### config.mk
export PLATFORM = sky130hd
export DESIGN_NAME = load_store_unit
export DESIGN_NICKNAME = d
export VERILOG_FILES = /design/src/rtl/load_store_unit.sv
export SDC_FILE = /design/constraint.sdc
export NUM_CORES = 1
export LEC_CHECK = 0
export ABC_AREA = 1
export BUFFER_PORTS_ARGS = -buffer_cell sky130_fd_sc_hd__buf_2
export CAP_MARGIN = 30
export CORE_MARGIN = 10
export CORE_UTILIZATION = 31
export CTS_CLUSTER_DIAMETER = 100
export DETAILED_ROUTE_END_ITERATION = 10
export PLACE_DENSITY = 0.57
export SLEW_MARGIN = 20
export SYNTH_ARGS = -nofsm -noshare
export SYNTH_HDL_FRONTEND = slang
export SYNTH_SLANG_ARGS = --single-unit
### constraint.sdc
create_clock -name clk -period 6 [get_ports clk]
set_input_delay 0.6 -clock clk [delete_from_list [all_inputs] [get_ports clk]]
set_output_delay 0.6 -clock clk [all_outputs]
set_load 0.01 [all_outputs]
### src/rtl/load_store_unit.sv
// RV32I load/store unit: word-addressed memory accesses with byte enables, split misaligned accesses.
// Optional macro LSU_MISALIGN_TRAP_EN: accesses that would split return rsp_err instead of splitting.
module load_store_unit #(
  parameter int ADDR_W = 5
) (
  input  logic              clk,
  input  logic              reset,
  input  logic              req_valid,
  output logic              req_ready,
  input  logic              req_we,
  input  logic [2:0]        req_funct3,
  input  logic [31:0]       req_addr,
  input  logic [31:0]       req_wdata,
  output logic              rsp_valid,
  output logic [31:0]       rsp_rdata,
  output logic              rsp_err,
  output logic              mem_en,
  output logic              mem_we,
  output logic [3:0]        mem_be,
  output logic [ADDR_W-1:0] mem_addr,
  output logic [31:0]       mem_wdata,
  input  logic [31:0]       mem_rdata
);

  typedef enum logic [2:0] {S_IDLE, S_ACC0, S_ACC1, S_WAIT, S_RESP} state_t;

  state_t              state_reg, state_next;
  logic                we_reg;
  logic [2:0]          funct3_reg;
  logic [ADDR_W+1:0]   addr_reg;
  logic [31:0]         wdata_reg;
  logic [31:0]         low_word_reg;

  logic                rsp_valid_reg, rsp_valid_next;
  logic [31:0]         rsp_rdata_reg, rsp_rdata_next;
  logic                rsp_err_reg, rsp_err_next;
  logic                mem_en_reg, mem_en_next;
  logic                mem_we_reg, mem_we_next;
  logic [3:0]          mem_be_reg, mem_be_next;
  logic [ADDR_W-1:0]   mem_addr_reg, mem_addr_next;
  logic [31:0]         mem_wdata_reg, mem_wdata_next;

  // Decode works on the incoming request while idle and on the latched one afterwards.
  logic                cur_we;
  logic [2:0]          cur_funct3;
  logic [ADDR_W+1:0]   cur_addr;
  logic [31:0]         cur_wdata;
  logic [1:0]          off;
  logic [1:0]          size;
  logic [3:0]          size_mask;
  logic [7:0]          be_full;
  logic [31:0]         wdata_masked;
  logic [63:0]         wdata_full;
  logic [ADDR_W-1:0]   word_addr;
  logic [ADDR_W-1:0]   word_addr_hi;
  logic                illegal;
  logic                split;
  logic                bad;
  logic [31:0]         load_raw;
  logic [31:0]         load_ext;
  logic                sign_ext;
  logic                unused_addr_bits;

  assign unused_addr_bits = ^req_addr[31:ADDR_W+2];

  assign cur_we     = (state_reg == S_IDLE) ? req_we : we_reg;
  assign cur_funct3 = (state_reg == S_IDLE) ? req_funct3 : funct3_reg;
  assign cur_addr   = (state_reg == S_IDLE) ? req_addr[ADDR_W+1:0] : addr_reg;
  assign cur_wdata  = (state_reg == S_IDLE) ? req_wdata : wdata_reg;

  assign off          = cur_addr[1:0];
  assign size         = cur_funct3[1:0];
  assign size_mask    = (size == 2'b00) ? 4'b0001 : (size == 2'b01) ? 4'b0011 : 4'b1111;
  assign be_full      = {4'b0000, size_mask} << off;
  assign word_addr    = cur_addr[ADDR_W+1:2];
  assign word_addr_hi = word_addr + ADDR_W'(1);

  genvar gi;
  generate
    for (gi = 0; gi < 4; gi++) begin : g_lane
      assign wdata_masked[8*gi +: 8] = cur_wdata[8*gi +: 8] & {8{size_mask[gi]}};
    end
  endgenerate

  assign wdata_full = {32'b0, wdata_masked} << {off, 3'b000};

  assign illegal = cur_we ? (cur_funct3[2] | (size == 2'b11))
                          : ((size == 2'b11) | (cur_funct3 == 3'b110));
  assign split   = ((size == 2'b01) && (off == 2'b11)) || ((size == 2'b10) && (off != 2'b00));

`ifdef LSU_MISALIGN_TRAP_EN
  assign bad = illegal | split;
`else
  assign bad = illegal;
`endif

  // Concatenating the two words lets one right shift align any split load.
  assign load_raw = 32'((split ? {mem_rdata, low_word_reg} : {32'b0, mem_rdata}) >> {off, 3'b000});
  assign sign_ext = ~cur_funct3[2];

  always_comb begin
    load_ext = load_raw;
    case (size)
      2'b00:   load_ext = {{24{sign_ext & load_raw[7]}}, load_raw[7:0]};
      2'b01:   load_ext = {{16{sign_ext & load_raw[15]}}, load_raw[15:0]};
      default: load_ext = load_raw;
    endcase
  end

  always_comb begin
    state_next     = state_reg;
    rsp_valid_next = 1'b0;
    rsp_rdata_next = '0;
    rsp_err_next   = 1'b0;
    mem_en_next    = 1'b0;
    mem_we_next    = 1'b0;
    mem_be_next    = '0;
    mem_addr_next  = '0;
    mem_wdata_next = '0;
    unique case (state_reg)
      S_IDLE: begin
        if (req_valid) begin
          state_next = S_ACC0;
          if (!bad) begin
            mem_en_next    = 1'b1;
            mem_we_next    = cur_we;
            mem_be_next    = be_full[3:0];
            mem_addr_next  = word_addr;
            mem_wdata_next = cur_we ? wdata_full[31:0] : 32'b0;
          end
        end
      end
      S_ACC0: begin
        if (bad) begin
          state_next     = S_RESP;
          rsp_valid_next = 1'b1;
          rsp_err_next   = 1'b1;
        end else if (split) begin
          state_next     = S_ACC1;
          mem_en_next    = 1'b1;
          mem_we_next    = cur_we;
          mem_be_next    = be_full[7:4];
          mem_addr_next  = word_addr_hi;
          mem_wdata_next = cur_we ? wdata_full[63:32] : 32'b0;
        end else if (cur_we) begin
          state_next     = S_RESP;
          rsp_valid_next = 1'b1;
        end else begin
          state_next = S_WAIT;
        end
      end
      S_ACC1: begin
        if (cur_we) begin
          state_next     = S_RESP;
          rsp_valid_next = 1'b1;
        end else begin
          state_next = S_WAIT;
        end
      end
      S_WAIT: begin
        state_next     = S_RESP;
        rsp_valid_next = 1'b1;
        rsp_rdata_next = load_ext;
      end
      S_RESP:  state_next = S_IDLE;
      default: state_next = S_IDLE;
    endcase
  end

  always_ff @(posedge clk or posedge reset) begin
    if (reset) begin
      state_reg     <= S_IDLE;
      we_reg        <= 1'b0;
      funct3_reg    <= '0;
      addr_reg      <= '0;
      wdata_reg     <= '0;
      low_word_reg  <= '0;
      rsp_valid_reg <= 1'b0;
      rsp_rdata_reg <= '0;
      rsp_err_reg   <= 1'b0;
      mem_en_reg    <= 1'b0;
      mem_we_reg    <= 1'b0;
      mem_be_reg    <= '0;
      mem_addr_reg  <= '0;
      mem_wdata_reg <= '0;
    end else begin
      state_reg     <= state_next;
      rsp_valid_reg <= rsp_valid_next;
      rsp_rdata_reg <= rsp_rdata_next;
      rsp_err_reg   <= rsp_err_next;
      mem_en_reg    <= mem_en_next;
      mem_we_reg    <= mem_we_next;
      mem_be_reg    <= mem_be_next;
      mem_addr_reg  <= mem_addr_next;
      mem_wdata_reg <= mem_wdata_next;
      if (state_reg == S_IDLE && req_valid) begin
        we_reg     <= req_we;
        funct3_reg <= req_funct3;
        addr_reg   <= req_addr[ADDR_W+1:0];
        wdata_reg  <= req_wdata;
      end
      // Low word of a split load arrives while the high word is being strobed.
      if (state_reg == S_ACC1) low_word_reg <= mem_rdata;
    end
  end

  assign req_ready = (state_reg == S_IDLE);
  assign rsp_valid = rsp_valid_reg;
  assign rsp_rdata = rsp_rdata_reg;
  assign rsp_err   = rsp_err_reg;
  assign mem_en    = mem_en_reg;
  assign mem_we    = mem_we_reg;
  assign mem_be    = mem_be_reg;
  assign mem_addr  = mem_addr_reg;
  assign mem_wdata = mem_wdata_reg;

endmodule
==> results.ini, run 1 <==
[run_status]
outcome=finished clean

[synth]
yosysUniqueCellTypes=39
yosysMostFrequentCell=sky130_fd_sc_hd__nand2_1
dominantRegCellSynth=sky130_fd_sc_hd__dfrtp_1
number_of_synthesized_flops_with_an_enable_pin=0
synth.mux.area_fraction_pct=0.3771
yosys_register_bits=148
synth_xor_xnor_area_share_pct=0.3299
post-synth-top-area-cell=sky130_fd_sc_hd__dfrtp_1
synth-compound-area-share_pct=19.89
synth_nets=1180
yosysTopAreaCellShare_pct=46.50
synth_cell_area_sq_um=7964
synthSimpleGateAreaFrac_pct=23.58
synth_cells=1076
syn-mean-instance-area_sq_um=7.401
synth.area.top_cells=sky130_fd_sc_hd__dfrtp_1 47%, sky130_fd_sc_hd__nand2_1 15%, sky130_fd_sc_hd__o21ai_0 10%, sky130_fd_sc_hd__inv_1 4.6%, sky130_fd_sc_hd__a21oi_1 4.1%
synth_sequential_area_ratio_pct=46.50
adder_cell_fraction_of_synth_area_pct=0.1571
synth_common_cells=323 x sky130_fd_sc_hd__nand2_1, 166 x sky130_fd_sc_hd__o21ai_0, 148 x sky130_fd_sc_hd__dfrtp_1, 97 x sky130_fd_sc_hd__inv_1, 65 x sky130_fd_sc_hd__a21oi_1
ys_async_sr_fraction_pct=100.0
synth.yosys.warnings=0
synth_top_family_by_area=simple AND/OR/NAND/NOR gates

[global_routing]
maximum_number_of_pins_on_one_net_before_global_route_repair=105
via_count_of_the_first_global_routing_pass=7382
grt_overflow=0
grt_util_all_layers_pct=15.89
grt_antenna_before_repair=1
first_pass_grt_wire_length_um=41730

[clocking]
max_h_tree_level=4
worstSkewPairLatency_ns=0.44
numClockSinks=148
post_cts_resize_count=0
cts.reportedPaths.clkPinSlew_ns=0.07
cts_buffer_depth=2
cts_root_buf=sky130_fd_sc_hd__clkbuf_16
cts_inserted_buffers=17
clock_tree_from_tritoncts=built
cts_setup_buffers=0
cts_hold_buffers=0

[setup_path]
cp_common_cell=sky130_fd_sc_hd__nand2_1
worst-endpoint-arrival_ns=4.25
critPathSlowestCell=sky130_fd_sc_hd__nand2_4
critical_path_class=reg2reg
cp-start-kind=register
rrSetupSlack_ns=2.02
critPathMaxFanout=79
required_arrival_time_at_the_worst_endpoint_ns=6.27
critical_path.n_buffers_inverters=1
cp_top_family=simple AND/OR/NAND/NOR gates
worst_path_largest_cell_delay_ns=0.57
path_cells=nor2_4 > nand2_4 > nand2_1 > nand2_4 > nand2_4 > nand2_4 > nand2_2 > buf_4 > o21ai_0 > nand2_1 > nand2_1 > nand2_1 > nand2_1 > a21oi_1
timing.critical_path.to_type=register

[die]
die_height_um=180.3
die-area_sq_um=32500
design.core.area_sq_um=25250
rows=58
num_io_pins=181
initial_utilization_pct=31.53
die_width_um=180.3

[sta]
final_number_of_setup_violating_endpoints=0
final.setup.tns_ns=0
setup_slack_ns=2.024
timing.final.max_slew_violations=0
finalHoldViolCount=0
fmax_mhz=251.5
final.setup_skew_ns=0.01113
rsz0062_at_grt=false
max_slew.worst_pin.slew_ns=0.8775
slew_headroom_pct=41.14
post-route-min-period_ns=3.976
timing.final.crit_share_pct=66.27

[route]
detail_route.vias_per_cell=4.886
wl_per_cell_um=16.96
via_count=7529
drcViolationCount=0
detail-route-antenna-nets=0
initial_drt_markers=691
route.final.wire_length_um=26140
router_iterations_before_antenna_repair=5

[finish]
finalNetCount=1301
finish.instance_area_sq_um=9592
syn2layout_area_growth_pct=20.44
n_fill_cell=2689
drive_above_1_share_pct=20.08
area_taken_by_multi_input_logic_gates_sq_um=3536
final-instance-count-excl-fill=1541
footprint_of_the_flip_flops_and_latches_sq_um=3704

[placement]
dp_worst_setup_slack_ns=1.823
place.gp.congestion=0.8982
dp_hpwl_um=18530
placed_cells_incl_taps=1505
placement.cell_area_sq_um=8940
port_buffers=155

[job]
max_cap_viol_count=0

[power_and_ir_drop]
ratio_of_total_power_to_cell_area_nw_per_um2=620.3
power.ir.vdd_worst_mv=0.2917
power.leakage_uw=0.005051
total_power_uw=5950

[min_path]
min-delay-path-class=in2async

## kinds of logic (layout without fill, tap and decap cells)
group,count (synthesis),count (layout)
compound gates,297,297
xor+xnor,3,3
fa+ha+maj,1,1
buf+inv,179,313
flops,148,148
mux,3,3
other cells,0,1
simple gates,445,445
## cells in the final DEF, fill, tap and decap left out, types with 18 or more instances in the layout
cell type and instances:
sky130_fd_sc_hd__buf_2 155, sky130_fd_sc_hd__o21ai_0 166, sky130_fd_sc_hd__nand3_1 46, sky130_fd_sc_hd__nor2_1 47
sky130_fd_sc_hd__inv_2 18, sky130_fd_sc_hd__nand2_1 323, sky130_fd_sc_hd__dfrtp_1 148, sky130_fd_sc_hd__inv_1 94
sky130_fd_sc_hd__a21oi_1 65, sky130_fd_sc_hd__o21ai_1 20
## worst register-to-register path, stage by stage, from the launching register on
cell and delay (ns):
sky130_fd_sc_hd__dfrtp_1 0.46, sky130_fd_sc_hd__nor2_4 0.10, sky130_fd_sc_hd__nand2_4 0.57, sky130_fd_sc_hd__nand2_1 0.20
sky130_fd_sc_hd__nand2_4 0.49, sky130_fd_sc_hd__nand2_4 0.29, sky130_fd_sc_hd__nand2_4 0.17, sky130_fd_sc_hd__nand2_2 0.27
sky130_fd_sc_hd__buf_4 0.35, sky130_fd_sc_hd__o21ai_0 0.48, sky130_fd_sc_hd__nand2_1 0.13, sky130_fd_sc_hd__nand2_1 0.09
sky130_fd_sc_hd__nand2_1 0.05, sky130_fd_sc_hd__nand2_1 0.10, sky130_fd_sc_hd__a21oi_1 0.08
## worst paths after layout
| check | startpoint | to | cells after the start |
|---|---|---|---|
| min reg2reg | wdata_reg[10] | wdata_reg[10] | 2 |
| min | reset | low_word_reg[30] | 2 |
| max | state_reg[2] | rsp_rdata[9] | 14 |
| max in group asynchronous | reset | mem_wdata[17] | 3 |
| min in group clk | mem_rdata[30] | low_word_reg[30] | 3 |
| max reg2reg | state_reg[2] | rsp_rdata[9] | 14 |
## where the power goes
part           switching [uW]  internal (uW)
Sequential                136           1330
Clock                     468            613
Combinational            2440            968
## stage by stage
step                      util, %  hold slack, ns
after detailed placement    35.40          0.4592
after floorplan                 -          0.4422
final                       37.98          0.1571
after global routing        37.97          0.1803
after global placement      35.32          0.4572
after CTS                   37.72          0.3774
## area by class of cell
class                           instances  share of cell area (%)
Sequential cell                       148                   38.61
Multi-Input combinational cell        749                   36.86
Timing Repair Buffer                  166                   9.496
Clock buffer                           21                   4.905
Inverter                              115                   4.579
Tap cell                              330                   4.305
Clock inverter                         11                   1.213
Antenna cell                            1                 0.02609
## layer usage
metal	wire [um]	track usage, %
met5	0	0
met4	385	3.904
met3	1840	4.699
met2	11930	24.54
met1	11980	21.30
Note: power is estimated with default switching activity, not from simulation.
==> run 2, diff against run 1 <==
--- a/config.mk
+++ b/config.mk
@@ -5,14 +5,14 @@
 export SDC_FILE = /design/constraint.sdc
 export NUM_CORES = 1
 export LEC_CHECK = 0
-export ABC_AREA = 1
+export ABC_AREA = 0
 export BUFFER_PORTS_ARGS = -buffer_cell sky130_fd_sc_hd__buf_2
 export CAP_MARGIN = 30
 export CORE_MARGIN = 10
 export CORE_UTILIZATION = 31
 export CTS_CLUSTER_DIAMETER = 100
 export DETAILED_ROUTE_END_ITERATION = 10
-export PLACE_DENSITY = 0.57
+export PLACE_DENSITY = 0.59
 export SLEW_MARGIN = 20
 export SYNTH_ARGS = -nofsm -noshare
 export SYNTH_HDL_FRONTEND = slang
==> constraint.sdc (replaced) <==
create_clock -name clk -period 3.45 [get_ports clk]
set_input_delay 0.345 -clock clk [delete_from_list [all_inputs] [get_ports clk]]
set_output_delay 0.345 -clock clk [all_outputs]
set_load 0.01 [all_outputs]
==> run 2 against run 1 <==
  * Clock skew rose by 0.0041 ns
  * Combinational power grew 56%
  * Final cell count fell by 13%
  * Power rose by 64%
  * Global-route usage about the same
  * Via count decreased by 7.1%
  * Sequential power up 78%
  * Sequential share of layout area is 0.39 points lower
  * Final area up 0.34%
  * Largest cell class is now multi-input gates
  * Highest routed layer is now met5
==> results.ini, run 2 <==
[run_status]
outcome=finished clean  ; unchanged

[sta]
final.setup.tns_ns=0  ; unchanged
post-route-min-period_ns=3.249  ; was 3.976 ns
timing.final.max_slew_violations=0  ; unchanged
rsz0062_at_grt=false  ; unchanged
slew_headroom_pct=39.77  ; was 41.14%
timing.final.crit_share_pct=94.16  ; was 66.27%
final_number_of_setup_violating_endpoints=0  ; unchanged
max_slew.worst_pin.slew_ns=0.9035  ; was 0.8775 ns
finalHoldViolCount=0  ; unchanged
fmax_mhz=307.8  ; was 251.5 MHz
final.setup_skew_ns=0.01520  ; was 0.01113 ns

[global_routing]
via_count_of_the_first_global_routing_pass=6836  ; was 7382
first_pass_grt_wire_length_um=40900  ; was 41730 um
maximum_number_of_pins_on_one_net_before_global_route_repair=148  ; was 105
grt_overflow=0  ; unchanged
grt_antenna_before_repair=4  ; was 1
grt_util_all_layers_pct=15.89  ; about the same

[die]
die-area_sq_um=32220  ; was 32500 sq um
design.core.area_sq_um=25110  ; was 25250 sq um
rows=58  ; unchanged
die_height_um=179.5  ; was 180.3 um
initial_utilization_pct=31.41  ; was 31.53%
die_width_um=179.5  ; was 180.3 um
num_io_pins=181  ; unchanged

[setup_path]
path_cells=or3_1 > inv_4 > a2111oi_2 > o22ai_2 > nor2_4 > nand3_4 > nor4_4 > a32o_1  ; was nor2_4 > nand2_4 > nand2_1 > nand2_4 > nand2_4 > nand2_4 > nand2_2 > buf_4 > o21ai_0 > nand2_1 > nand2_1 > nand2_1 > nand2_1 > a21oi_1
critical_path_class=reg2reg  ; unchanged
timing.critical_path.to_type=register  ; unchanged
worst-endpoint-arrival_ns=3.61  ; was 4.25 ns
critical_path.n_buffers_inverters=1  ; unchanged
cp_top_family=simple AND/OR/NAND/NOR gates  ; unchanged
critPathSlowestCell=sky130_fd_sc_hd__dfrtp_1  ; was sky130_fd_sc_hd__nand2_4
critPathMaxFanout=18  ; was 79
required_arrival_time_at_the_worst_endpoint_ns=3.81  ; was 6.27 ns
worst_path_largest_cell_delay_ns=0.62  ; was 0.57 ns
cp-start-kind=register  ; unchanged

[finish]
finalNetCount=1100  ; was 1301
most-common-layout-cells=225 x sky130_fd_sc_hd__nand2_1, 155 x sky130_fd_sc_hd__buf_2, 147 x sky130_fd_sc_hd__dfrtp_1, 61 x sky130_fd_sc_hd__mux2i_1, 50 x sky130_fd_sc_hd__a21oi_1  ; was 323 x sky130_fd_sc_hd__nand2_1, 166 x sky130_fd_sc_hd__o21ai_0, 155 x sky130_fd_sc_hd__buf_2, 148 x sky130_fd_sc_hd__dfrtp_1, 94 x sky130_fd_sc_hd__inv_1
drive_above_1_share_pct=26.56  ; was 20.08%
layout_utilization_pct=38.33  ; was 37.98%
mostFrequentLayoutCell=sky130_fd_sc_hd__nand2_1  ; unchanged
final-instance-count-excl-fill=1340  ; was 1541
syn2layout_area_growth_pct=22.04  ; was 20.44%

[clocking]
cts_setup_buffers=0  ; unchanged
cts_buffer_depth=2  ; unchanged
max_h_tree_level=4  ; unchanged
numClockSinks=147  ; was 148
cts_hold_buffers=0  ; unchanged
cts.reportedPaths.clkPinSlew_ns=0.06  ; was 0.07 ns
cts_inserted_buffers=17  ; unchanged
worstSkewPairLatency_ns=0.43  ; was 0.44 ns
cts_root_buf=sky130_fd_sc_hd__clkbuf_16  ; unchanged
clock_tree_from_tritoncts=built  ; unchanged

[synth]
synth.yosys.warnings=0  ; unchanged
synth.mux.area_fraction_pct=12.49  ; was 0.3771%
synth_top_family_by_area=simple AND/OR/NAND/NOR gates  ; unchanged
synth_sequential_area_ratio_pct=46.64  ; was 46.50%
yosysMostFrequentCell=sky130_fd_sc_hd__nand2_1  ; unchanged
adder_cell_fraction_of_synth_area_pct=0.1587  ; was 0.1571%
dominantRegCellSynth=sky130_fd_sc_hd__dfrtp_1  ; unchanged
number_of_synthesized_flops_with_an_enable_pin=0  ; unchanged
synth_nets=960  ; was 1180
yosysUniqueCellTypes=65  ; was 39
synth_cells=856  ; was 1076
synth_common_cells=226 x sky130_fd_sc_hd__nand2_1, 147 x sky130_fd_sc_hd__dfrtp_1, 61 x sky130_fd_sc_hd__mux2i_1, 50 x sky130_fd_sc_hd__a21oi_1, 40 x sky130_fd_sc_hd__o21ai_0  ; was 323 x sky130_fd_sc_hd__nand2_1, 166 x sky130_fd_sc_hd__o21ai_0, 148 x sky130_fd_sc_hd__dfrtp_1, 97 x sky130_fd_sc_hd__inv_1, 65 x sky130_fd_sc_hd__a21oi_1
yosysTopAreaCellShare_pct=46.64  ; was 46.50%
ys_async_sr_fraction_pct=100.0  ; unchanged
syn-mean-instance-area_sq_um=9.213  ; was 7.401 sq um
synth_xor_xnor_area_share_pct=0.3332  ; was 0.3299%
synthSimpleGateAreaFrac_pct=18.67  ; was 23.58%
post-synth-top-area-cell=sky130_fd_sc_hd__dfrtp_1  ; unchanged
synth-compound-area-share_pct=17.59  ; was 19.89%
yosys_register_bits=147  ; was 148
synth_cell_area_sq_um=7886  ; was 7964 sq um
synth.area.top_cells=sky130_fd_sc_hd__dfrtp_1 47%, sky130_fd_sc_hd__nand2_1 11%, sky130_fd_sc_hd__mux2i_1 7.7%, sky130_fd_sc_hd__mux2_2 4.4%, sky130_fd_sc_hd__a21oi_1 3.2%  ; was sky130_fd_sc_hd__dfrtp_1 47%, sky130_fd_sc_hd__nand2_1 15%, sky130_fd_sc_hd__o21ai_0 10%, sky130_fd_sc_hd__inv_1 4.6%, sky130_fd_sc_hd__a21oi_1 4.1%

[route]
via_count=6996  ; was 7529
route.final.wire_length_um=26140  ; about the same
detail_route.vias_per_cell=5.221  ; was 4.886
wl_per_cell_um=19.50  ; was 16.96 um
initial_drt_markers=713  ; was 691
drcViolationCount=0  ; unchanged
wl_met3_um=1997  ; was 1840 um
top_signal_layer_used=met5  ; was met4
dr_wl_met2_um=11990  ; was 11930 um
drt-met1-wl_um=11550  ; was 11980 um
detail-route-antenna-nets=0  ; unchanged
router_iterations_before_antenna_repair=5  ; unchanged

[power_and_ir_drop]
clock_power_share_pct=18.9  ; was 18.2%
internal_power_uw=5267  ; was 2907 uW
ratio_of_total_power_to_cell_area_nw_per_um2=1013  ; was 620.3 nW/um^2
net_switching_fraction_of_the_power_pct=45.98  ; was 51.15%
share_seq_of_total_power_pct=26.6  ; was 24.6%
netSwitchingPower_uw=4482  ; was 3043 uW
power.leakage_uw=0.004737  ; was 0.005051 uW
combPwrFrac_pct=54.4  ; was 57.3%
total_power_uw=9749  ; was 5950 uW
power.ir.vdd_worst_mv=0.4447  ; was 0.2917 mV

[placement]
placed_cells_incl_taps=1307  ; was 1505
place.gp.congestion=0.8452  ; was 0.8982
dp_hpwl_um=18160  ; was 18530 um
port_buffers=155  ; unchanged

[min_path]
min-delay-path-class=in2async  ; unchanged

[job]
max_cap_viol_count=0  ; unchanged

==> run 2: changes by cell type after synthesis, moves of 13 or more <==
cell / before / now
sky130_fd_sc_hd__a21oi_1: 65 / 50
sky130_fd_sc_hd__inv_1: 97 / 12
sky130_fd_sc_hd__inv_2: 16 / 0
sky130_fd_sc_hd__mux2_2: 0 / 31
sky130_fd_sc_hd__mux2i_1: 3 / 61
sky130_fd_sc_hd__nand2_1: 323 / 226
sky130_fd_sc_hd__nand3_1: 46 / 17
sky130_fd_sc_hd__o21ai_0: 166 / 40
sky130_fd_sc_hd__o21ai_1: 20 / 0
sky130_fd_sc_hd__o22ai_1: 15 / 28
==> run 2: power groups by stage <==
| stage | Combinational, uW | Clock [uW] | Sequential (uW) |
|---|---|---|---|
| global route | 5820 | 1960 | 2670 |
| global placement | 5170 | 0 | 2610 |
| finish | 5310 | 1850 | 2600 |
| floorplan | 3750 | 0 | 2610 |
| detailed placement | 5230 | 0 | 2620 |
| CTS | 5250 | 1880 | 2600 |
==> run 2: metrics by stage <==
| stage | setup slack, ns | hold slack [ns] | cell area, sq um |
|---|---|---|---|
| after floorplan | 0.9078 | 0.4450 | 7890 |
| after global placement | 0.3271 | 0.4578 | 9032 |
| after detailed placement | 0.2401 | 0.4612 | 9032 |
| after CTS | 0.2267 | 0.1022 | 9617 |
| after global routing | 0.01747 | 0.1136 | 9624 |
| final | 0.2014 | 0.1092 | 9624 |
==> run 2: worst paths after layout <==
| kind | slack (ns) | to | cells past startpoint | startpoint |
|---|---|---|---|---|
| max | 0.20 | mem_wdata[21] | 8 | state_reg[2] |
| min | 0.11 | rsp_rdata[5] | 3 | reset |
| min in group clk | 0.11 | wdata_reg[9] | 3 | req_wdata[9] |
| max in group asynchronous | 2.67 | wdata_reg[28] | 3 | reset |
| max reg2reg | 0.20 | mem_wdata[21] | 8 | state_reg[2] |
| min reg2reg | 0.48 | wdata_reg[5] | 2 | wdata_reg[5] |
==> run 2: kinds of logic (layout without fill, tap and decap cells) <==
| kind of cell | Yosys count | count (layout) |
|---|---|---|
| xor gates and xnor gates | 3 | 3 |
| DFF | 147 | 147 |
| other | 0 | 1 |
| AOI/OAI and AO/OA | 204 | 204 |
| muxes | 94 | 94 |
| and+or+nand+nor | 336 | 336 |
| buffers and inverters | 71 | 224 |
| adders and majority gates | 1 | 1 |
==> run 2: area by class of cell <==
| type | count | area (sq um) |
|---|---|---|
| clock buffer | 21 | 470.5 |
| fill | 2597 | 15480 |
| inverter | 13 | 55.05 |
| clock inverter | 11 | 113.9 |
| sequential | 147 | 3679 |
| antenna | 1 | 2.502 |
| tap | 330 | 412.9 |
| timing repair buffer | 179 | 980.9 |
| multi-input combinational | 638 | 3910 |
==> run 2: timing repair <==
action,in CTS,in global routing
endpoints found under the hold margin,0,0
setup endpoints to repair,0,7
resized for setup,0,1
==> run 2: metal layers <==
| layer | vias up | global-route usage (%) |
|---|---|---|
| met3 | 41 | 4.096 |
| met5 | - | 0 |
| met2 | 272 | 24.35 |
| li1 | 3312 | - |
| met4 | 6 | 5.756 |
| met1 | 3365 | 21.13 |
==> run 2: worst min-delay path: cells and delay by family <==
family   cells  cell delay [ns]
buf+inv      3             0.68
